File: src/rtl/serial_add_sched.sv
// Round-robin scheduler sharing one bit-serial adder (two half adders plus a
// carry flop) between two requesters; the sum is returned over valid/ready.
module serial_add_sched #(
    parameter int WIDTH = 8
) (
    input  logic             clk,
    input  logic             rst,
    input  logic             req0_valid,
    input  logic [WIDTH-1:0] req0_a,
    input  logic [WIDTH-1:0] req0_b,
    output logic             req0_ready,
    input  logic             req1_valid,
    input  logic [WIDTH-1:0] req1_a,
    input  logic [WIDTH-1:0] req1_b,
    output logic             req1_ready,
    output logic             res_valid,
    input  logic             res_ready,
    output logic             res_id,
    output logic [WIDTH-1:0] res_sum,
    output logic             res_cout,
    output logic             busy
);

    localparam int CNT_W = (WIDTH > 1) ? $clog2(WIDTH) : 1;

    typedef enum logic [1:0] {
        IDLE = 2'd0,
        RUN  = 2'd1,
        DONE = 2'd2
    } state_t;

    state_t           state_q, state_d;
    logic [WIDTH-1:0] a_q, a_d;
    logic [WIDTH-1:0] b_q, b_d;
    logic [WIDTH-1:0] sum_q, sum_d;
    logic             carry_q, carry_d;
    logic             cout_q, cout_d;
    logic             id_q, id_d;
    logic             last_q, last_d;
    logic [CNT_W-1:0] cnt_q, cnt_d;

    logic             grant_vld;
    logic             grant;
    logic [1:0]       ha0;
    logic [1:0]       ha1;
    logic             bit_s;
    logic             bit_c;

    // Returns {carry, sum} of a single half adder.
    function automatic logic [1:0] half_add(input logic x, input logic y);
        return {x & y, x ^ y};
    endfunction

    always_comb begin
        ha0   = half_add(a_q[0], b_q[0]);
        ha1   = half_add(ha0[0], carry_q);
        bit_s = ha1[0];
        bit_c = ha0[1] | ha1[1];
    end

    // Under contention the requester that did not win last time is granted.
    always_comb begin
        grant_vld = req0_valid | req1_valid;
        if (req0_valid && req1_valid) begin
            grant = ~last_q;
        end else begin
            grant = req1_valid;
        end
    end

    assign req0_ready = (state_q == IDLE) && grant_vld && !grant;
    assign req1_ready = (state_q == IDLE) && grant_vld && grant;
    assign res_valid  = (state_q == DONE);
    assign busy       = (state_q != IDLE);
    assign res_sum    = sum_q;
    assign res_cout   = cout_q;
    assign res_id     = id_q;

    always_comb begin
        state_d = state_q;
        a_d     = a_q;
        b_d     = b_q;
        sum_d   = sum_q;
        carry_d = carry_q;
        cout_d  = cout_q;
        id_d    = id_q;
        last_d  = last_q;
        cnt_d   = cnt_q;
        unique case (state_q)
            IDLE: begin
                if (grant_vld) begin
                    a_d     = grant ? req1_a : req0_a;
                    b_d     = grant ? req1_b : req0_b;
                    carry_d = 1'b0;
                    cnt_d   = '0;
                    id_d    = grant;
                    last_d  = grant;
                    state_d = RUN;
                end
            end
            RUN: begin
                // Sum bits enter at the MSB so bit 0 lands in place after WIDTH steps.
                a_d     = a_q >> 1;
                b_d     = b_q >> 1;
                sum_d   = {bit_s, sum_q[WIDTH-1:1]};
                carry_d = bit_c;
                cnt_d   = cnt_q + 1'b1;
                if (cnt_q == CNT_W'(WIDTH - 1)) begin
                    cout_d  = bit_c;
                    state_d = DONE;
                end
            end
            DONE: begin
                if (res_ready) begin
                    state_d = IDLE;
                end
            end
            default: begin
                state_d = IDLE;
            end
        endcase
    end

    always_ff @(posedge clk) begin
        if (rst) begin
            state_q <= IDLE;
            a_q     <= '0;
            b_q     <= '0;
            sum_q   <= '0;
            carry_q <= 1'b0;
            cout_q  <= 1'b0;
            id_q    <= 1'b0;
            last_q  <= 1'b1;
            cnt_q   <= '0;
        end else begin
            state_q <= state_d;
            a_q     <= a_d;
            b_q     <= b_d;
            sum_q   <= sum_d;
            carry_q <= carry_d;
            cout_q  <= cout_d;
            id_q    <= id_d;
            last_q  <= last_d;
            cnt_q   <= cnt_d;
        end
    end

endmodule
File: config.mk
export PLATFORM = sky130hd
export DESIGN_NAME = serial_add_sched
export DESIGN_NICKNAME = d
export VERILOG_FILES = /design/src/rtl/serial_add_sched.sv
export SDC_FILE = /design/constraint.sdc
export NUM_CORES = 1
export LEC_CHECK = 0
export ABC_AREA = 1
export BUFFER_PORTS_ARGS = -buffer_cell sky130_fd_sc_hd__buf_2
export CORE_MARGIN = 2
export CORE_UTILIZATION = 46
export DETAILED_ROUTE_END_ITERATION = 16
export GPL_TIMING_DRIVEN = 1
export PLACE_DENSITY = 0.81
export SETUP_SLACK_MARGIN = 0.05
export SLEW_MARGIN = 20
export SYNTH_ARGS = -nofsm -noshare
export SYNTH_HDL_FRONTEND = slang
export SYNTH_SLANG_ARGS = --single-unit
File: constraint.sdc
create_clock -name clk -period 1.1 [get_ports clk]
set_input_delay 0.22 -clock clk [delete_from_list [all_inputs] [get_ports clk]]
set_output_delay 0.22 -clock clk [all_outputs]
set_load 0.02 [all_outputs]
==> Word level (Yosys, flattened, before mapping) <==
Cells that the tools add are included.
W data, S select, Z words.
{ "totals": {"ff_bits": 33, "output_inout_bits": 14, "word_cells": 50} }
{ "classes": {"n_addsub": 1, "eq_ne": 6, "n_mux": 15, "bitwise": 7, "n_reduce_logical": 12} }
{ "op_table": {"columns": ["op", "count"], "rows": [
  ["$mux W8", 4],
  ["$pmux W8 S2", 2],
  ["$mux W2", 3],
  ["$pmux W2 S3", 1],
  ["$pmux W3 S2", 1],
  ["$reduce_and A2 Y1", 3],
  ["$logic_and A1 B1 Y1", 4],
  ["$ne A2 B2 Y1 const B", 2],
  ["$reduce_bool A2 Y1", 2],
  ["$add A3 B1 Y3 const B", 1],
  ["$eq A3 B3 Y1 const B", 1],
  ["$mux W3", 1],
  ["$reduce_and A3 Y1", 1],
  ["$and A1 B1 Y1", 2],
  ["$eq A2 B1 Y1 const B", 1],
  ["$eq A2 B2 Y1 const B", 1],
  ["$logic_not A2 Y1", 1],
  ["$mux W1", 2],
  ["$ne A2 B1 Y1 const B", 1],
  ["$or A1 B1 Y1", 2],
  ["$pmux W1 S2", 1],
  ["$xor A1 B1 Y1", 2],
  ["$logic_not A1 Y1", 1],
  ["$not A1 Y1", 1]
]} }

==> Logic depth before layout (Yosys ltp) <==
Gate-level depths: netlist (run 1).
{ "depth": {"ltp_word": 5, "ltp_mapped": 9} }

==> Worst setup path after synthesis (run 1) <==
No wires, ideal clock.
{ "synth_timing": {"path_kind": "reg2out", "from": "register state_q[0]", "to": "output req0_ready", "arrival_time_ns": 1.034, "required_time_ns": 0.880, "setup_slack_ns": -0.154, "stages_incl_launch_ff": 5, "path_buffers": 1, "cell_sequence": "dfxtp_1 -> nor2_1 -> nand2_2 -> buf_6 -> nor2_1"} }
{ "synth_via": {"elab_chain_len": 3} }
{ "synth_rtl": {"columns": ["item", "line_no", "rtl"], "rows": [
  ["start: declaration", "32", "state_t state_q, state_d;"],
  ["start signal: assignment", "136", "state_q <= state_d;"],
  ["$logic_not A2 Y1", "71", "assign req0_ready = (state_q == IDLE) && grant_vld && !grant;"],
  ["$logic_and A1 B1 Y1 (2 in a row)", "71", null],
  ["end: declaration", "11", "output logic req0_ready,"]
]} }
No other way between the ends.

==> Worst setup path in the final report (run 1) <==
{ "layout_timing": {"from": "register last_q", "to": "output req1_ready"} }
{ "layout_via": {"elab_chain_len": 3} }
{ "layout_rtl": {"columns": ["item", "line_no", "rtl"], "rows": [
  ["start: declaration", "39", "logic last_q, last_d;"],
  ["start signal: assignment", "143", "last_q <= last_d;"],
  ["$not A1 Y1", "65", "grant = ~last_q;"],
  ["$mux W1", "64", "if (req0_valid && req1_valid) begin"],
  ["$logic_and A1 B1 Y1", "72", "assign req1_ready = (state_q == IDLE) && grant_vld && grant;"],
  ["end: declaration", "15", "output logic req1_ready,"]
]} }
No other way between the ends.

==> results by group, run 1 <==
Timing
  • Clk_skew: 0.00469 ns
  • Final setup margin: -0.205 ns
  • Max-slew headroom: 73.5%
  • Crit path time final: 1.30 ns
  • RSZ-0062 raised after global routing: yes
  • Final setup fails: 29
  • Max Freq: 766 MHz
  • Tcrit/Tclk final: 119%
  • Actual slew at the worst max-slew pin: 0.397 ns
  • Final Hold Fails: 0
  • Final Max Tran Viols: 0

Cells and area
  • Nets@finish: 380
  • # diodes: 0
  • Synth-to-Final Area Change: 42.5%
  • Commonest cells after routing, fill and taps aside: nor2_1 (55), nand2_1 (54), buf_2 (39), nand3_1 (31), buf_4 (25)
  • Commonest non-fill, non-tap cell in the layout: nor2_1
  • Layout cell share with drive strength beyond 1: 40.2%
  • Final cell count without fillers: 389

Routing
  • DR WL met2: 2450 um
  • Vias per cell: 4.96
  • Detailed Route Iter0 Violations: 93
  • Routed wl met3: 245 um
  • ANT nets after route: 0
  • Drt pass-1 iters: 5
  • Residual DRC: 0
  • M1 WL: 1850 um
  • Uppermost layer routed: met4
  • Via count: 1929
  • Routed WL: 4670 um
  • Average wire per cell in the routed design: 12.0 um

Setup path
  • Top delay family on crit path: flip-flops
  • Setup CP Type: flop to output pin
  • Arrival time worst endpoint: 1.08 ns
  • CP Data Required Time: 0.88 ns
  • Crit-path cells: nand2_2 -> nand2_2 -> inv_2 -> nand2_2 -> inv_2 -> buf_6
  • Crit Reg-Reg Startpoint: state_q[0]
  • Most used cell, CP: nand2_2
  • Startpoint types: flop
  • CP startpoint: last_q
  • CP max FO: 2
  • Slowest stage cell, crit path: dfxtp_2
  • Worst Setup End Kind: output pin
  • Slowest stage delay, CP: 0.33 ns
  • Crit path buf inv count: 3

Floorplanning
  • Row count: 22
  • Die Width: 66.2 um
  • I/O pin count: 51
  • Total Die Area: 4380 um2
  • Vert. Die Dim: 66.2 um
  • Initial core utilization: 48.2%
  • Core footprint: 3690 um2

Synth
  • Synthesized netlist net count: 315
  • Post-synthesis cell count: 275
  • Mapped cell area: 1780 um2
  • Yosys warns: 0
  • Area share of the largest cell type after synthesis: 37.2%
  • Register area share after synthesis: 37.2%
  • Cell variety after synth: 19
  • Seq cells post-synth: 33
  • Cell taking the most area after synthesis: dfxtp_1
  • Syn avg cell area: 6.46 um2
  • Top cells by area, synth: dfxtp_1 (37%), nor2_1 (13%), nand2_1 (13%), nand3_1 (9.0%), a21oi_1 (6.5%)

Global routing
  • Grt total ovfl: 0
  • Total Routing Usage GR: 22.0%
  • First-pass GRT wire length: 7320 um
  • Initial antenna violation count: 0
  • Largest net degree at the start of global routing: 23
  • Vias in the first global route: 1806

Placed design
  • Post-DP HPWL: 2850 um
  • Gp weighted congestion: 0.777
  • Placed cell count: 371
  • IO Port Bufs: 50

Clocking
  • Htree depth: 2
  • Root Driver: clkbuf_8
  • Max clock buf depth: 2
  • CTS tree: built
  • Clock Latency Late Sink: 0.29 ns
  • Cts hold-fix bufs: 0
  • CTS Buf Count: 5
  • Clock slew seen by the registers of the worst setup and hold paths: 0.07 ns
  • Clock sink count: 33

Pwr
  • VDD IR max: 0.000808 V
  • Power per cell area: 1390 nW/um2
  • Leak: 1.28 nW
  • Total power: 3.52 mW

Outcome
  • Status: finished with violations
  • Failing checks: negative setup slack

Run
  • Max-cap violation count: 0

Min path
  • Min-Delay Path Class: input port to flop
  • Hold Path Origin: res_ready
-- registers in the layout, summed over array words and instances, names as in the netlist --
name / flops
a_q: 8
b_q: 8
carry_q: 1
cnt_q: 3
last_q: 1
res_cout: 1
res_id: 1
res_sum: 8
state_q: 2
-- timing repair --
item                                    4_1_cts  5_1_grt
buffers inserted                              5        4
resized for setup                            30       48
endpoints found under the setup margin       27       44
gates cloned                                  0        1
pin swaps                                     7       10
-- cells in the mapped netlist --
cell type / count
ha_1: 2
clkbuf_1: 4
nand3_1: 32
o21ai_0: 9
o21a_1: 1
nor2_4: 2
buf_2: 8
buf_4: 1
fa_1: 1
nand2_2: 3
a21oi_1: 23
nand2_1: 61
dfxtp_1: 33
nand3b_1: 2
buf_6: 4
inv_2: 3
nor2_1: 62
nor2_8: 1
inv_1: 23
-- routing by layer --
layer  up-vias  track usage [%]
li1        989                -
met1       878             24.2
met2        53             39.4
met3         9             5.96
met4         0             9.44
met5         -                0
-- power by group --
group / internal [mW] / switching [mW] / total, mW
Combinational: 0.438 / 0.515 / 0.953
Sequential: 1.31 / 0.0793 / 1.39
Clock: 0.738 / 0.436 / 1.17
-- final cells by class --
type,instances,area [um2]
Clock buffer,7,86.3
Multi-Input combinational cell,199,1020
Inverter,26,105
Timing Repair Buffer,75,549
Fill cell,306,1160
Clock inverter,1,30.0
Sequential cell,33,681
Tap cell,48,60.1
-- tightest hold or removal path, stage by stage --
cell and delay (ns):
buf_2 0.07, inv_1 0.03, nand2_1 0.08, a21oi_2 0.06
-- cell families after synthesis --
logic type / Yosys count / synth area share, %
adder cells (fa/ha/maj): 3 / 2.54
AND/OR/NAND/NOR: 163 / 39.3
buffers and inverters: 43 / 11.5
flip-flops: 33 / 37.2
AO/OA/AOI/OAI: 33 / 9.44
-- through the flow --
step	utilization, %	cell area [um2]	worst slack [ns]	hold slack [ns]	TNS [ns]
3_3_place_gp	57.9	2140	-0.0280	0.447	-0.0825
6_report	68.7	2530	-0.205	0.211	-3.24
5_1_grt	68.7	2530	-0.243	0.214	-5.32
4_1_cts	64.5	2380	-0.180	0.197	-2.67
2_1_floorplan	-	1810	0.0309	0.289	0
3_5_place_dp	57.9	2140	-0.0607	0.456	-0.549
-- path summary, 6_finish.rpt --
path | end | slack, ns | cells after the start
max | req1_ready | -0.20 | 6
min | state_q[1] | 0.21 | 4
max reg2reg | carry_q | -0.15 | 8
min reg2reg | cnt_q[0] | 0.44 | 1
Power figures use the tool's default switching activity.
==> run 2, diff against run 1 <==
Settings changed: GPL_ROUTABILITY_DRIVEN set to 0, RECOVER_POWER set to 25.
==> results by group, run 2 (synthesis gave the netlist of run 1 again) <==
Timing
  • Actual slew at the worst max-slew pin: 0.397 ns
  • Final Hold Fails: 0
  • Final setup margin: -0.205 ns
  • Max-slew headroom: 73.5%
  • Final Max Tran Viols: 0
  • RSZ-0062 raised after global routing: yes
  • Final setup fails: 29
  • Tcrit/Tclk final: 119%
  • Clk_skew: 0.00469 ns
  • Max Freq: 766 MHz
  • Crit path time final: 1.30 ns

Setup path
  • CP Data Required Time: 0.88 ns
  • Worst Setup End Kind: output pin
  • Setup CP Type: flop to output pin
  • Setup slack, reg-to-reg: -0.15 ns
  • Arrival time worst endpoint: 1.08 ns
  • Startpoint types: flop
  • CP max FO: 2

Global routing
  • Grt total ovfl: 0
  • Total Routing Usage GR: 22.0%
  • Initial antenna violation count: 0
  • First-pass GRT wire length: 7320 um
  • Vias in the first global route: 1806
  • Largest net degree at the start of global routing: 23

Clocking
  • CTS Buf Count: 5
  • Clock slew seen by the registers of the worst setup and hold paths: 0.07 ns
  • Clock sink count: 33
  • CTS tree: built
  • Cts hold-fix bufs: 0
  • Clock Latency Late Sink: 0.29 ns
  • Htree depth: 2
  • Max clock buf depth: 2
  • Root Driver: clkbuf_8

Routing
  • DR WL met2: 2450 um
  • M1 WL: 1850 um
  • Detailed Route Iter0 Violations: 93
  • Via count: 1929
  • Average wire per cell in the routed design: 12.0 um
  • Routed wl met3: 245 um
  • Vias per cell: 4.96
  • ANT nets after route: 0
  • Drt pass-1 iters: 5
  • Routed WL: 4670 um
  • Uppermost layer routed: met4
  • Residual DRC: 0

Floorplanning
  • Initial core utilization: 48.2%
  • Core footprint: 3690 um2
  • Vert. Die Dim: 66.2 um
  • Row count: 22
  • Total Die Area: 4380 um2
  • Die Width: 66.2 um
  • I/O pin count: 51

Outcome
  • Failing checks: negative setup slack
  • Status: finished with violations

Pwr
  • Sequential power share: 39.5%
  • Sw Share: 29.3%
  • Sw power: 1.03 mW
  • Leak: 1.28 nW
  • Combinational power share: 27.1%
  • Total power: 3.52 mW
  • VDD IR max: 0.000808 V
  • P_int: 2.49 mW
  • Power per cell area: 1390 nW/um2
  • Clock power frac: 33.4%

Placed design
  • Post-Place Setup Slack: -0.0607 ns
  • Post-DP HPWL: 2850 um
  • IO Port Bufs: 50

Cells and area
  • Area of the multi-input gates: 1020 um2
  • # diodes: 0
  • Nets@finish: 380
  • Layout cell share with drive strength beyond 1: 39.6%
  • Synth-to-Final Area Change: 42.4%
  • Reg area: 678 um2
  • Commonest non-fill, non-tap cell in the layout: nor2_1
  • # fillers: 306
  • Commonest cells after routing, fill and taps aside: nor2_1 (55), nand2_1 (54), buf_2 (39), nand3_1 (31), buf_4 (25)

Min path
  • Min-Delay Path Class: input port to flop

Run
  • Max-cap violation count: 0
run 2: cell counts in the layout (fill, tap and decap cells not counted):
No cell type changed its count.
run 2: power by group through the flow:
stage / clock network (mW) / logic [mW] / registers, mW
finish: 1.17 / 0.953 / 1.39
global route: 1.24 / 1.06 / 1.40
CTS: 1.18 / 0.846 / 1.37
detailed placement: 0 / 0.754 / 1.39
global placement: 0 / 0.738 / 1.39
floorplan: 0 / 0.498 / 1.42
run 2: layout make-up:
type | instances | share of cell area (%)
clock buffers | 7 | 3.41
clock inverters | 1 | 1.19
inverters | 26 | 4.15
multi-input cells | 199 | 40.4
flip-flops and latches | 33 | 26.8
well taps | 48 | 2.37
repair buffers | 75 | 21.7
run 2: worst max-delay path: stages, from the launching register on:
cell	delay, ns
dfxtp_2	0.33
nand2_2	0.07
nand2_2	0.06
inv_2	0.10
nand2_2	0.08
inv_2	0.05
buf_6	0.10
run 2: repair_timing:
item / 4_1_cts / 5_1_grt
pin swaps: 7 / 10
gates cloned: 0 / 1
gates resized for setup: 30 / 48
buffers inserted: 5 / 4
endpoints found under the setup margin: 27 / 44
run 2: through the flow:
stage                     area [um2]  hold WS (ns)  TNS (ns)  utilization, %  cells
after floorplan                 1810         0.289         0               -    275
after global placement          2140         0.447   -0.0825            57.9    371
after detailed placement        2140         0.456    -0.549            57.9    371
after CTS                       2380         0.197     -2.67            64.5    384
after global routing            2530         0.214     -5.31            68.6    389
final                           2530         0.211     -3.23            68.6    389
run 2: per-layer routing:
metal / track usage (%) / vias to the layer above
li1: - / 989
met1: 24.2 / 878
met2: 39.4 / 53
met3: 5.96 / 9
met4: 9.44 / 0
met5: 0 / -
run 2: worst paths after layout:
kind | from | endpoint | cells past startpoint
min | res_ready | state_q[1] | 4
min reg2reg | cnt_q[0] | cnt_q[0] | 1
max reg2reg | state_q[0] | carry_q | 8
max | last_q | req1_ready | 6
